[src/rtl/tri_dispatch_scheduler.sv]
// tri_dispatch_scheduler: sequences one frame of triangle pre-processing.
// On a start pulse it snapshots the camera and walks triangle IDs 0..count-1.
// For each ID it reads three vertices from the vertex BRAM and dispatches the
// triangle round-robin to one of NUM_UNITS pre_proc_shader units. It pulses
// frame_done_out once every dispatched triangle has left its unit.
//
// Ports:
//   clk_in, rst_in               clock, synchronous active-high reset
//   start_in, num_tri_in         frame start and triangle count (sampled in IDLE)
//   C_in, u_in, v_in, n_in       camera centre and basis (snapshotted at start)
//   busy_out, frame_done_out     frame in progress / one-cycle end-of-frame pulse
//   tri_rd_en_out, tri_addr_out  vertex BRAM read strobe and address
//   tri_data_in                  vertex BRAM data, RD_LATENCY cycles after strobe
//   unit_ready_in                per-unit ready
//   unit_valid_out               per-unit valid (one-hot or zero)
//   unit_tri_id_out, unit_P_out  broadcast triangle ID and vertices
//   unit_C/u/v/n_out             broadcast camera snapshot
module tri_dispatch_scheduler #(
    parameter int unsigned NUM_TRI    = 2048,
    parameter int unsigned NUM_UNITS  = 4,
    parameter int unsigned P_WIDTH    = 16,
    parameter int unsigned C_WIDTH    = 18,
    parameter int unsigned V_WIDTH    = 16,
    parameter int unsigned RD_LATENCY = 2
) (
    input  logic                          clk_in,
    input  logic                          rst_in,
    input  logic                          start_in,
    input  logic [$clog2(NUM_TRI):0]      num_tri_in,
    input  logic signed [3*C_WIDTH-1:0]   C_in,
    input  logic signed [3*V_WIDTH-1:0]   u_in,
    input  logic signed [3*V_WIDTH-1:0]   v_in,
    input  logic signed [3*V_WIDTH-1:0]   n_in,
    output logic                          busy_out,
    output logic                          frame_done_out,
    output logic                          tri_rd_en_out,
    output logic [$clog2(NUM_TRI)-1:0]    tri_addr_out,
    input  logic [9*P_WIDTH-1:0]          tri_data_in,
    input  logic [NUM_UNITS-1:0]          unit_ready_in,
    output logic [NUM_UNITS-1:0]          unit_valid_out,
    output logic [$clog2(NUM_TRI)-1:0]    unit_tri_id_out,
    output logic [9*P_WIDTH-1:0]          unit_P_out,
    output logic signed [3*C_WIDTH-1:0]   unit_C_out,
    output logic signed [3*V_WIDTH-1:0]   unit_u_out,
    output logic signed [3*V_WIDTH-1:0]   unit_v_out,
    output logic signed [3*V_WIDTH-1:0]   unit_n_out
);

    localparam int unsigned ID_W   = $clog2(NUM_TRI);
    localparam int unsigned CNT_W  = ID_W + 1;
    localparam int unsigned UNIT_W = (NUM_UNITS > 1) ? $clog2(NUM_UNITS) : 1;
    localparam int unsigned LAT_W  = $clog2(RD_LATENCY + 1);

    typedef enum logic [2:0] {
        S_IDLE,
        S_FETCH,
        S_WAIT,
        S_DISPATCH,
        S_DRAIN,
        S_DONE
    } state_t;

    state_t r_state;
    state_t w_state_next;

    logic [CNT_W-1:0]             r_count;
    logic [CNT_W-1:0]             r_index;
    logic [LAT_W-1:0]             r_wait_cnt;
    logic [UNIT_W-1:0]            r_rr;
    logic [NUM_UNITS-1:0]         r_busy;
    logic [NUM_UNITS-1:0]         r_seen_low;
    logic [9*P_WIDTH-1:0]         r_stage;
    logic [ID_W-1:0]              r_tri_id;
    logic [ID_W-1:0]              r_addr;
    logic                         r_rd_en;
    logic [NUM_UNITS-1:0]         r_valid;
    logic                         r_busy_out;
    logic                         r_done;
    logic signed [3*C_WIDTH-1:0]  r_snap_c;
    logic signed [3*V_WIDTH-1:0]  r_snap_u;
    logic signed [3*V_WIDTH-1:0]  r_snap_v;
    logic signed [3*V_WIDTH-1:0]  r_snap_n;

    logic [CNT_W-1:0]             w_num_clamped;
    logic                         w_last;
    logic                         w_found;
    logic [UNIT_W-1:0]            w_sel;
    logic [UNIT_W-1:0]            w_cand;
    logic [UNIT_W-1:0]            w_rr_next;
    logic [NUM_UNITS-1:0]         w_onehot;
    logic [NUM_UNITS-1:0]         w_set;
    logic [NUM_UNITS-1:0]         w_clr;
    logic                         w_accept;
    logic                         w_capture;
    logic                         w_dispatch;

    assign w_num_clamped = (num_tri_in > CNT_W'(NUM_TRI)) ? CNT_W'(NUM_TRI) : num_tri_in;
    assign w_last        = ((r_index + CNT_W'(1)) == r_count);

    // Round-robin search from r_rr for the first ready, non-busy unit.
    always_comb begin
        w_found = 1'b0;
        w_sel   = '0;
        w_cand  = '0;
        for (int i = 0; i < int'(NUM_UNITS); i++) begin
            if ((int'(r_rr) + i) >= int'(NUM_UNITS)) begin
                w_cand = UNIT_W'(int'(r_rr) + i - int'(NUM_UNITS));
            end else begin
                w_cand = UNIT_W'(int'(r_rr) + i);
            end
            if (!w_found && unit_ready_in[w_cand] && !r_busy[w_cand]) begin
                w_found = 1'b1;
                w_sel   = w_cand;
            end
        end
    end

    assign w_rr_next = (w_sel == UNIT_W'(NUM_UNITS - 1)) ? '0 : (w_sel + UNIT_W'(1));
    assign w_onehot  = NUM_UNITS'(1) << w_sel;
    assign w_set     = w_dispatch ? w_onehot : '0;
    // A unit is released only after it has been seen not-ready and then ready again.
    assign w_clr     = r_busy & r_seen_low & unit_ready_in;

    // State register.
    always_ff @(posedge clk_in) begin
        if (rst_in) begin
            r_state <= S_IDLE;
        end else begin
            r_state <= w_state_next;
        end
    end

    // Next-state and control strobes.
    always_comb begin
        w_state_next = r_state;
        w_accept     = 1'b0;
        w_capture    = 1'b0;
        w_dispatch   = 1'b0;
        case (r_state)
            S_IDLE: begin
                if (start_in) begin
                    w_accept     = 1'b1;
                    w_state_next = (w_num_clamped == '0) ? S_DRAIN : S_FETCH;
                end
            end
            S_FETCH: begin
                w_state_next = S_WAIT;
            end
            S_WAIT: begin
                if (r_wait_cnt == LAT_W'(RD_LATENCY)) begin
                    w_capture    = 1'b1;
                    w_state_next = S_DISPATCH;
                end
            end
            S_DISPATCH: begin
                if (w_found) begin
                    w_dispatch   = 1'b1;
                    w_state_next = w_last ? S_DRAIN : S_FETCH;
                end
            end
            S_DRAIN: begin
                if (r_busy == '0) begin
                    w_state_next = S_DONE;
                end
            end
            S_DONE: begin
                w_state_next = S_IDLE;
            end
            default: begin
                w_state_next = S_IDLE;
            end
        endcase
    end

    // Datapath and registered outputs.
    always_ff @(posedge clk_in) begin
        if (rst_in) begin
            r_count    <= '0;
            r_index    <= '0;
            r_wait_cnt <= '0;
            r_rr       <= '0;
            r_busy     <= '0;
            r_seen_low <= '0;
            r_stage    <= '0;
            r_tri_id   <= '0;
            r_addr     <= '0;
            r_rd_en    <= 1'b0;
            r_valid    <= '0;
            r_busy_out <= 1'b0;
            r_done     <= 1'b0;
            r_snap_c   <= '0;
            r_snap_u   <= '0;
            r_snap_v   <= '0;
            r_snap_n   <= '0;
        end else begin
            r_rd_en    <= (w_state_next == S_FETCH);
            r_done     <= (w_state_next == S_DONE);
            r_valid    <= w_set;
            r_busy     <= (r_busy & ~w_clr) | w_set;
            r_seen_low <= (r_seen_low | (r_busy & ~unit_ready_in)) & ~w_clr;

            if (w_accept) begin
                r_snap_c   <= C_in;
                r_snap_u   <= u_in;
                r_snap_v   <= v_in;
                r_snap_n   <= n_in;
                r_count    <= w_num_clamped;
                r_index    <= '0;
                r_addr     <= '0;
                r_busy_out <= 1'b1;
            end

            // busy_out stays high through the done cycle and drops after it.
            if (r_state == S_DONE) begin
                r_busy_out <= 1'b0;
            end

            if (r_state == S_FETCH) begin
                r_wait_cnt <= LAT_W'(1);
            end else if (r_state == S_WAIT) begin
                r_wait_cnt <= r_wait_cnt + LAT_W'(1);
            end

            if (w_capture) begin
                r_stage <= tri_data_in;
            end

            if (w_dispatch) begin
                r_tri_id <= ID_W'(r_index);
                r_index  <= r_index + CNT_W'(1);
                r_addr   <= ID_W'(r_index + CNT_W'(1));
                r_rr     <= w_rr_next;
            end
        end
    end

    assign busy_out        = r_busy_out;
    assign frame_done_out  = r_done;
    assign tri_rd_en_out   = r_rd_en;
    assign tri_addr_out    = r_addr;
    assign unit_valid_out  = r_valid;
    assign unit_tri_id_out = r_tri_id;
    assign unit_P_out      = r_stage;
    assign unit_C_out      = r_snap_c;
    assign unit_u_out      = r_snap_u;
    assign unit_v_out      = r_snap_v;
    assign unit_n_out      = r_snap_n;

endmodule

[config.mk]
export PLATFORM = sky130hd
export DESIGN_NAME = tri_dispatch_scheduler
export DESIGN_NICKNAME = d
export VERILOG_FILES = /design/src/rtl/tri_dispatch_scheduler.sv
export SDC_FILE = /design/constraint.sdc
export NUM_CORES = 1
export LEC_CHECK = 0
export BUFFER_PORTS_ARGS = -buffer_cell sky130_fd_sc_hd__clkbuf_2
export CELL_PAD_IN_SITES_DETAIL_PLACEMENT = 1
export CELL_PAD_IN_SITES_GLOBAL_PLACEMENT = 2
export CORE_AREA = 2 2 284 286
export CTS_BUF_LIST = sky130_fd_sc_hd__clkbuf_4 sky130_fd_sc_hd__clkbuf_8 sky130_fd_sc_hd__clkbuf_16
export CTS_CLUSTER_SIZE = 10
export DETAILED_ROUTE_END_ITERATION = 8
export DIE_AREA = 0 0 286 288
export PLACE_DENSITY_LB_ADDON = 0.2
export REMOVE_ABC_BUFFERS = 1
export SYNTH_ARGS = -nofsm -noshare
export SYNTH_HDL_FRONTEND = slang
export SYNTH_SLANG_ARGS = --single-unit
[constraint.sdc]
create_clock -name clk_in -period 3.65 [get_ports clk_in]
set_clock_uncertainty 0.05 [all_clocks]
set_input_delay 0.73 -clock clk_in [delete_from_list [all_inputs] [get_ports clk_in]]
set_output_delay 0.73 -clock clk_in [all_outputs]
set_load 0.05 [all_outputs]
==> results of run 1 <==
==> power by group through the flow <==
stage          Combinational [mW]  Clock (mW)  Sequential (mW)
2_1_floorplan               0.442           0             5.31
3_3_place_gp                 1.63           0             4.73
3_5_place_dp                 1.64           0             4.74
4_1_cts                      1.65        5.27             4.64
5_1_grt                      1.74        5.45             4.67
6_report                     1.61        5.04             4.64
==> worst register-to-register path, delay by kind of cell, from the launching register on <==
kind	cells	cell delay [ps]
DFF	1	550
AOI/OAI and AO/OA	1	170
buffers and inverters	2	1280
and+or+nand+nor	3	610
==> cell usage after synthesis, drive strengths merged, types with 2 or more instances <==
| library cell | instances | area (um^2) |
|---|---|---|
| a211oi | 7 | 52.55 |
| a21o | 3 | 22.52 |
| a21oi | 379 | 1897 |
| a22oi | 7 | 52.55 |
| a31o | 4 | 35.03 |
| a31oi | 3 | 18.77 |
| and3 | 9 | 57.56 |
| buf | 35 | 209.0 |
| clkbuf | 107 | 401.6 |
| dfxtp | 399 | 7988 |
| ha | 6 | 75.07 |
| inv | 9 | 33.78 |
| nand2 | 726 | 2725 |
| nand2b | 5 | 31.28 |
| nand3 | 10 | 50.05 |
| nand3b | 9 | 67.56 |
| nand4 | 5 | 31.28 |
| nor2 | 34 | 127.6 |
| nor2b | 2 | 12.51 |
| nor3 | 4 | 20.02 |
| nor4 | 5 | 31.28 |
| o211ai | 2 | 20.02 |
| o21a | 2 | 15.01 |
| o21ai | 12 | 60.06 |
| o221ai | 2 | 17.52 |
| o31ai | 3 | 22.52 |
| xnor2 | 8 | 70.07 |
| xor2 | 8 | 70.07 |
==> kinds of logic (layout without fill, tap and decap cells) <==
kind of cell / Yosys count / after routing / share of synthesized area [%]
simple gates: 818 / 818 / 22.45
compound gates: 432 / 432 / 16.00
xor+xnor: 16 / 16 / 0.9738
flops: 399 / 399 / 55.50
buf+inv: 151 / 841 / 4.478
mux: 1 / 1 / 0.07824
fa+ha+maj: 6 / 6 / 0.5216
other cells: 0 / 9 / 0
==> final cells by class <==
cell class | instances | area share [%]
flip-flops and latches | 399 | 38.54
clock buffers | 79 | 7.565
clock inverters | 6 | 0.3924
diodes | 9 | 0.1087
repair buffers | 747 | 18.82
inverters | 9 | 0.1630
well taps | 1060 | 6.399
multi-input cells | 1273 | 28.01
==> registers in the layout, indices dropped and copies added (netlist names), named ones only <==
register,count
busy_out,1
frame_done_out,1
r_busy,4
r_count,12
r_index,12
r_rr,2
r_state,3
r_wait_cnt,2
tri_rd_en_out,1
unit_C_out,54
unit_P_out,144
unit_n_out,48
unit_tri_id_out,11
unit_u_out,48
unit_v_out,48
unit_valid_out,4
==> metal layers <==
layer | vias to the layer above | global-route usage (%) | part of all wire [%]
met1 | 6971 | 16.82 | 39
met3 | 90 | 5.697 | 8.6
met4 | 10 | 4.830 | 2.4
met5 | - | 0 | 0.083
met2 | 439 | 26.72 | 50
li1 | 7254 | - | -
==> worst min-delay path by stage <==
| stage | slack, ps | endpoint |
|---|---|---|
| detailed placement | 400 | unit_P_out[61] |
| CTS | 240 | unit_C_out[5] |
| global route | 250 | unit_C_out[5] |
| floorplan | 390 | r_count[10] |
| global placement | 390 | unit_P_out[122] |
| finish | 300 | unit_C_out[5] |
==> cell usage in the layout, fill, tap and decap left out, drive strengths merged, types with 10 or more instances in the layout <==
| cell type | netlist | final |
|---|---|---|
| a21oi | 379 | 379 |
| buf | 35 | 17 |
| clkbuf | 107 | 809 |
| dfxtp | 399 | 399 |
| inv | 9 | 12 |
| nand2 | 726 | 726 |
| nand3 | 10 | 10 |
| nor2 | 34 | 34 |
| o21ai | 12 | 12 |
==> qor.yml, run 1 <==
floorplan:
  die_area_um2: 82370
  die_height_um: 288
  dieWidth_um: 286
  rows: 104
  initial_utilization_pct: 18.07
  core_area_um2: 79640
  pin_count: 732
detailed_routing:
  finalWirelength_um: 65960
  wl_per_cell_um: 18.41
  num_vias: 14764
  drtAntennaViolNets: 0
  dr.pass1.iters: 4
  drtIter0Drc: 449
  drc: 0
  post_drt_via_cell_ratio: 4.122
yosys:
  synth.avg_cell_area_um2: 7.894
  synthFlopType: "dfxtp_1"
  ys_async_sr_fraction_pct: 0
  synth_cell_types: 51
  postSynthCellCount: 1823
  synth_area_um2: 14390
  ys_warn_count: 0
  synth-edff-count: 0
  ys_ff_latch: 399
  ys_seq_area_share_pct: 55.50
final_layout:
  nFillCells: 9754
  area_growth_pct: 44.01
  drive_gt1_share_pct: 33.82
  layout.cells.non_filler: 3582
  nNetsFinal: 2848
  seqCellArea_um2: 7988
  utilization_pct: 26.02
  multi_input_area_um2: 5804
  final_area_um2: 20720
sta:
  worst_pin_slew_ps: 951.7
  rsz0062_at_grt: "no"
  setup_ws_ps: 915.3
  setup_viol: 0
  final.setup.tns_ps: 0
  finalCriticalPeriod_ps: 2735
  fin_hold_ws_ps: 304.0
  final-hold-violation-count: 0
  timing.fmax_mhz: 365.7
  relSlewSlack_pct: 36.55
  period_share_pct: 74.92
  drv_slew: 0
worst_setup_path:
  critical-path-top-delay-family: "buffers and inverters"
  startpoint_type: "flop"
  worstPathMaxFanout: 64
  crit_arrival_ps: 3190
  critPathCapture: "unit_C_out[20]"
  r2r-end: "unit_C_out[20]"
  cp_num_buf_inv: 2
  rrSetupSlack_ps: 920
  critPathKind: "flop to flop"
  worst-path-stages: 6
  reg2regPathDepth: 6
  required_ps: 4110
  timing.rr.start: "r_state[1]"
  endpoint_kind: "flop"
  max_stage_delay_ps: 620
  cp_cell_sequence: "nor2_1 > nand3_4 > buf_4 > buf_4 > nand2_1 > a21oi_1"
  slowest_stage: "buf_4"
  cpMostUsedCell: "buf_4"
  critPathLaunch: "r_state[1]"
cts:
  post_cts_buffers: 0
  cts_root_buffer: "clkbuf_16"
  clockBufferDepth: 3
  holdBufCountCts: 0
  cts_tree: "yes"
  insertion_delay_ps: 590
  cts.clk_slew.worst_paths_ps: 60
  htree_levels: 2
  numCtsBuffers: 51
  clock_sinks: 399
  post_cts_resized: 0
power_and_ir_drop:
  p_total_mw: 11.29
  p_sw_mw: 3.327
  p_leak_nw: 8.961
  internal_power_mw: 7.963
  swShare_pct: 29.47
  clkPwrFrac_pct: 44.6
  comb_power_share_pct: 14.2
  seqPwrFrac_pct: 41.1
  power.density_nw_per_um2: 544.8
  ir_worst_vdd_v: 0.0002929
global_route:
  grt_max_degree: 128
  antenna_found_initial: 12
  overflow: 0
  grt_pass1_wl_um: 95650
  track_usage_pct: 15.17
  first_global_vias: 15127
hold_path:
  min_from: "C_in[5]"
  min_path_type: "input pin to flop"
  worstHoldPathCells: 3
placement:
  placed_cells: 3488
  dpl_cell_area_um2: 19050
  post-place-ws_ps: 788.7
  place.gp.congestion: 0.7750
  io_buffers: 731
  dpl.hpwl_um: 48200
job:
  maxCapViolCount: 0
status:
  outcome: "completed"
No activity file was read; power rests on OpenSTA's default activity.
==> run 2, diff against run 1 <==
--- a/config.mk
+++ b/config.mk
@@ -5,14 +5,15 @@
 export SDC_FILE = /design/constraint.sdc
 export NUM_CORES = 1
 export LEC_CHECK = 0
+export ABC_AREA = 1
 export BUFFER_PORTS_ARGS = -buffer_cell sky130_fd_sc_hd__clkbuf_2
 export CELL_PAD_IN_SITES_DETAIL_PLACEMENT = 1
 export CELL_PAD_IN_SITES_GLOBAL_PLACEMENT = 2
-export CORE_AREA = 2 2 284 286
+export CORE_AREA = 2 2 283 285
 export CTS_BUF_LIST = sky130_fd_sc_hd__clkbuf_4 sky130_fd_sc_hd__clkbuf_8 sky130_fd_sc_hd__clkbuf_16
 export CTS_CLUSTER_SIZE = 10
 export DETAILED_ROUTE_END_ITERATION = 8
-export DIE_AREA = 0 0 286 288
+export DIE_AREA = 0 0 285 287
 export PLACE_DENSITY_LB_ADDON = 0.2
 export REMOVE_ABC_BUFFERS = 1
 export SYNTH_ARGS = -nofsm -noshare
==> constraint.sdc (replaced) <==
create_clock -name clk_in -period 2.45 [get_ports clk_in]
set_clock_uncertainty 0.05 [all_clocks]
set_input_delay 0.49 -clock clk_in [delete_from_list [all_inputs] [get_ports clk_in]]
set_output_delay 0.49 -clock clk_in [all_outputs]
set_load 0.05 [all_outputs]
==> run 2 against run 1 <==
  * Synthesized cell count up 6.1%
  * Critical endpoint is now r_rr[1]
  * Sequential power up 52%
  * Count of clock-buffer cells in the layout down 8
  * Critical path type unchanged
  * Cell count up 3.3%
  * Via count up 4.1%
  * Hold slack worse by 240 ps
  * Setup slack worse by 670 ps
  * Maximum frequency up 24%
==> qor.yml, run 2 <==
status:
  outcome: "completed"
global_route:
  antenna_found_initial: 11
  first_global_vias: 15466
  track_usage_pct: 16.25
  overflow: 0
  grt_max_degree: 146
  grt_pass1_wl_um: 101000
worst_setup_path:
  critical-path-top-delay-family: "compound AO/OA/AOI/OAI gates"
  worst-path-stages: 12
  startpoint_type: "flop"
  cp_cell_sequence: "xor2_4 > nand3_1 > o21ai_1 > nor2_2 > nand2_1 > o211ai_1 > o21ai_1 > o21ai_0 > buf_4 > ha_1 > o21ai_1 > a21oi_1"
  crit_arrival_ps: 2620
  max_stage_delay_ps: 430
  endpoint_kind: "flop"
  slowest_stage: "dfxtp_4"
  critPathKind: "flop to flop"
  cp_num_buf_inv: 1
  worstPathMaxFanout: 9
  required_ps: 2870
  reg2regPathDepth: 12
  cpMostUsedCell: "o21ai_1"
placement:
  dpl.hpwl_um: 52740
  dpl_cell_area_um2: 19450
  io_buffers: 731
  placed_cells: 3612
  place.gp.congestion: 0.8101
final_layout:
  nNetsFinal: 2983
  drive_gt1_share_pct: 32.80
  layout.cells.non_filler: 3700
  mostFrequentLayoutCells: "731 x clkbuf_2, 726 x nor2_1, 396 x dfxtp_1"
  nFillCells: 9621
  final_area_um2: 21120
  final_common_cell: "clkbuf_2"
  largest_reg_flops: 144
  area_growth_pct: 44.64
detailed_routing:
  drtIter0Drc: 580
  drtAntennaViolNets: 0
  wl_per_cell_um: 18.87
  finalWirelength_um: 69810
  dr.pass1.iters: 4
  drc: 0
  num_vias: 15373
  post_drt_via_cell_ratio: 4.155
yosys:
  synth.avg_cell_area_um2: 7.546
  yosysTopAreaCellShare_pct: 54.70
  postSynthCellCount: 1935
  ys_seq_area_share_pct: 54.70
  ys_warn_count: 0
  synth_top_area_cell: "dfxtp_1"
  synthFlopType: "dfxtp_1"
  ys_async_sr_fraction_pct: 0
  yosys-top-cells-area: "dfxtp_1 55%, nor2_1 19%, o21ai_0 13%"
  synth_area_um2: 14600
  post-synth-top-count-cell: "nor2_1"
  synth_cell_types: 36
  ys_top_cells_by_count: "726 x nor2_1, 399 x dfxtp_1, 369 x o21ai_0"
  ys_ff_latch: 399
  synth-edff-count: 0
sta:
  finalCriticalPeriod_ps: 2204
  drv_slew: 0
  final.setup.tns_ps: 0
  relSlewSlack_pct: 47.75
  final-hold-violation-count: 0
  timing.fmax_mhz: 453.8
  setup_viol: 0
  worst_pin_slew_ps: 783.7
  period_share_pct: 89.94
  rsz0062_at_grt: "no"
floorplan:
  dieWidth_um: 285
  die_area_um2: 81800
  initial_utilization_pct: 18.57
  rows: 103
  core_area_um2: 78610
  pin_count: 732
  die_height_um: 287
cts:
  htree_levels: 2
  post_cts_buffers: 0
  insertion_delay_ps: 590
  cts.clk_slew.worst_paths_ps: 60
  clock_sinks: 399
  numCtsBuffers: 52
  cts_root_buffer: "clkbuf_16"
  cts_tree: "yes"
  clockBufferDepth: 3
  holdBufCountCts: 0
  post_cts_resized: 0
power_and_ir_drop:
  p_total_mw: 17.66
  ir_worst_vdd_v: 0.0003983
  p_leak_nw: 9.746
  power.density_nw_per_um2: 836.0
job:
  maxCapViolCount: 0
hold_path:
  worstHoldPathCells: 2
  min_path_type: "input pin to flop"
==> run 2: cell count changes after synthesis, moves of 7 or more <==
cell,delta
inv_1,+38
o21ai_0,+357
nand3_1,+23
nand2_1,-600
xnor2_1,-8
buf_2,-11
clkbuf_1,+12
a21oi_1,-333
and3_1,-7
nor2_1,+692
==> run 2: cell families (layout without fill, tap and decap cells) <==
| group | Yosys count | after routing | share of synthesized area, % |
|---|---|---|---|
| AO/OA/AOI/OAI | 423 | 423 | 14.58 |
| XOR/XNOR | 4 | 4 | 0.3856 |
| adder cells (fa/ha/maj) | 6 | 6 | 0.5141 |
| buffers and inverters | 189 | 897 | 5.416 |
| flip-flops | 399 | 399 | 54.70 |
| other | 0 | 7 | 0 |
| AND/OR/NAND/NOR | 914 | 914 | 24.40 |
==> run 2: path summary, 6_finish.rpt <==
check | start | endpoint | slack [ps]
max | r_rr[0] | r_rr[1] | 250
min | unit_ready_in[0] | flop | 60
max reg2reg | r_rr[0] | r_rr[1] | 250
min reg2reg | unit_P_out[135] | unit_P_out[135] | 430
==> run 2: power breakdown <==
group	leakage [nW]	internal (mW)	switching (mW)
sequential	3.26	6.86	0.194
clock	0.816	4.51	2.99
combinational	5.67	0.803	2.30
==> run 2: metrics by stage <==
stage                     hold WS, ps  worst slack (ps)  utilization (%)
final                           63.53             246.4            26.87
after global routing            27.14             18.61            26.86
after CTS                       14.72             16.61            26.82
after detailed placement        420.6            -46.68            24.74
after global placement          413.5            -12.33            24.74
after floorplan                 389.8             -5868                -
==> run 2: layer usage <==
metal,vias to the layer above,track usage [%],wire length [um],part of all wire [%]
met1,7314,17.61,26640,38
met3,108,4.246,3838,5.5
met5,-,0,50,0.072
met4,8,6.361,2317,3.3
met2,382,30.05,36970,53
li1,7561,-,-,-
==> run 2: layout make-up <==
| type | count | area (um^2) | area share (%) |
|---|---|---|---|
| inverters | 50 | 205.2 | 0.9716 |
| flip-flops and latches | 399 | 7994 | 37.85 |
| clock buffers | 71 | 1488 | 7.044 |
| clock inverters | 10 | 146.4 | 0.6931 |
| diodes | 7 | 17.52 | 0.08294 |
| well taps | 1050 | 1314 | 6.220 |
| repair buffers | 766 | 4096 | 19.40 |
| multi-input cells | 1347 | 5859 | 27.74 |
==> run 3, diff against run 2 <==
==> constraint.sdc (replaced) <==
create_clock -name clk_in -period 2.45 [get_ports clk_in]
set_clock_uncertainty 0.05 [all_clocks]
set_input_delay 0.1225 -clock clk_in [delete_from_list [all_inputs] [get_ports clk_in]]
set_output_delay 0.1225 -clock clk_in [all_outputs]
set_load 0.05 [all_outputs]
==> run 3 against run 2 <==
  * Global-route usage grew 0.72 points
  * Clock power grew 4.4%
  * First-iteration DRC count decreased by 3.6%
  * Hold slack worse by 9.3 ps
  * Core utilization up 4.9 points
  * Power rose by 4.8%
  * Via count grew 9.5%
  * Setup slack got worse by 30 ps
==> qor.yml, run 3 (synthesis results as in run 2) <==
status:
  outcome: "completed"
sta:
  setup_viol: 0
  final-hold-violation-count: 0
  final.setup.tns_ps: 0
  rsz0062_at_grt: "yes"
  fin_hold_ws_ps: 54.25
  finalCriticalPeriod_ps: 2234
  worst_pin_slew_ps: 1004
  setup_ws_ps: 216.0
  timing.fmax_mhz: 447.6
  relSlewSlack_pct: 33.04
  drv_slew: 0
  period_share_pct: 91.18
floorplan:
  core_area_um2: 78610
  dieWidth_um: 285
  die_area_um2: 81800
  die_height_um: 287
  pin_count: 732
  rows: 103
  initial_utilization_pct: 18.57
global_route:
  first_global_vias: 17742
  antenna_found_initial: 4
  overflow: 0
  track_usage_pct: 16.97
  grt_pass1_wl_um: 108200
  grt_max_degree: 175
cts:
  cts_tree: "yes"
  numCtsBuffers: 52
  post_cts_buffers: 0
  clockBufferDepth: 3
  cts.clk_slew.worst_paths_ps: 60
  insertion_delay_ps: 580
  cts_root_buffer: "clkbuf_16"
  clock_sinks: 399
  htree_levels: 2
worst_setup_path:
  worstPathMaxFanout: 5
  slowest_stage: "dfxtp_1"
  critPathKind: "flop to flop"
  required_ps: 2860
  startpoint_type: "flop"
  crit_arrival_ps: 2640
  critical-path-top-delay-family: "compound AO/OA/AOI/OAI gates"
  cp_num_buf_inv: 0
  endpoint_kind: "flop"
  cp_cell_sequence: "xor2_2 > nand3_1 > o21ai_1 > nor2_2 > nand2_1 > o211ai_1 > o21ai_0 > o21ai_0 > ha_1 > o21ai_0 > a21oi_1"
  max_stage_delay_ps: 450
  cpMostUsedCell: "o21ai_0"
final_layout:
  drive_gt1_share_pct: 29.03
  final_common_cell: "clkbuf_2"
  largest_reg_flops: 144
  nNetsFinal: 3347
  area_growth_pct: 70.81
  final_area_um2: 24940
  mostFrequentLayoutCells: "731 x clkbuf_2, 726 x nor2_1, 398 x dfxtp_1"
detailed_routing:
  finalWirelength_um: 72400
  post_drt_via_cell_ratio: 4.130
  wl_per_cell_um: 17.77
  drc: 0
  drtAntennaViolNets: 0
  num_vias: 16827
  drtIter0Drc: 559
  dr.pass1.iters: 4
placement:
  io_buffers: 731
  dpl.hpwl_um: 53010
  place.gp.congestion: 0.8472
  post-place-ws_ps: 144.4
  dpl_cell_area_um2: 19480
power_and_ir_drop:
  p_leak_nw: 11.33
  ir_worst_vdd_v: 0.0003834
  power.density_nw_per_um2: 741.7
  p_total_mw: 18.50
hold_path:
  min_path_type: "input pin to flop"
job:
  maxCapViolCount: 0
run 3: stage by stage:
step                      cells  util, %
final                      4074    31.73
after global routing       4074    31.73
after CTS                  4071    31.71
after detailed placement   3609    24.78
after global placement     3609    24.78
after floorplan            1796        -
run 3: timing repair:
| item | CTS | global route |
|---|---|---|
| endpoints found under the setup margin | 0 | 29 |
| hold buffers | 367 | 0 |
| hold endpoints to repair | 363 | 0 |
| gates resized for setup | 0 | 2 |
run 3: final timing paths:
path	depth (start not counted)	slack [ps]	to	from
max	11	220	r_rr[1]	r_rr[1]
min	4	50	unit_P_out[34]	rst_in
max reg2reg	11	220	r_rr[1]	r_rr[1]
min reg2reg	2	430	unit_v_out[11]	unit_v_out[11]
run 3: tightest hold or removal path, delay by kind of cell:
family | cells | cell delay [ps]
compound gates | 1 | 130
simple gates | 1 | 40
buf+inv | 2 | 320
run 3: cell type report:
class,count,area (um^2)
diodes,3,7.507
multi-input cells,1347,5852
repair buffers,1130,7797
clock inverters,6,67.56
well taps,1050,1314
clock buffers,89,1709
inverters,50,205.2
flip-flops and latches,399,7989
fillers,9567,53670
run 3: report_power, final:
part / internal, mW / leakage, nW / switching [mW] / total, mW
clock: 4.81 / 0.893 / 3.01 / 7.82
combinational: 1.17 / 7.17 / 2.45 / 3.62
sequential: 6.86 / 3.26 / 0.195 / 7.06
total: 12.9 / 11.3 / 5.65 / 18.5
run 3: metal layers:
metal	part of all wire (%)	GRT usage (%)
met4	4.2	6.950
met5	0.018	0
met3	4.6	3.381
met1	39	18.67
met2	52	31.69
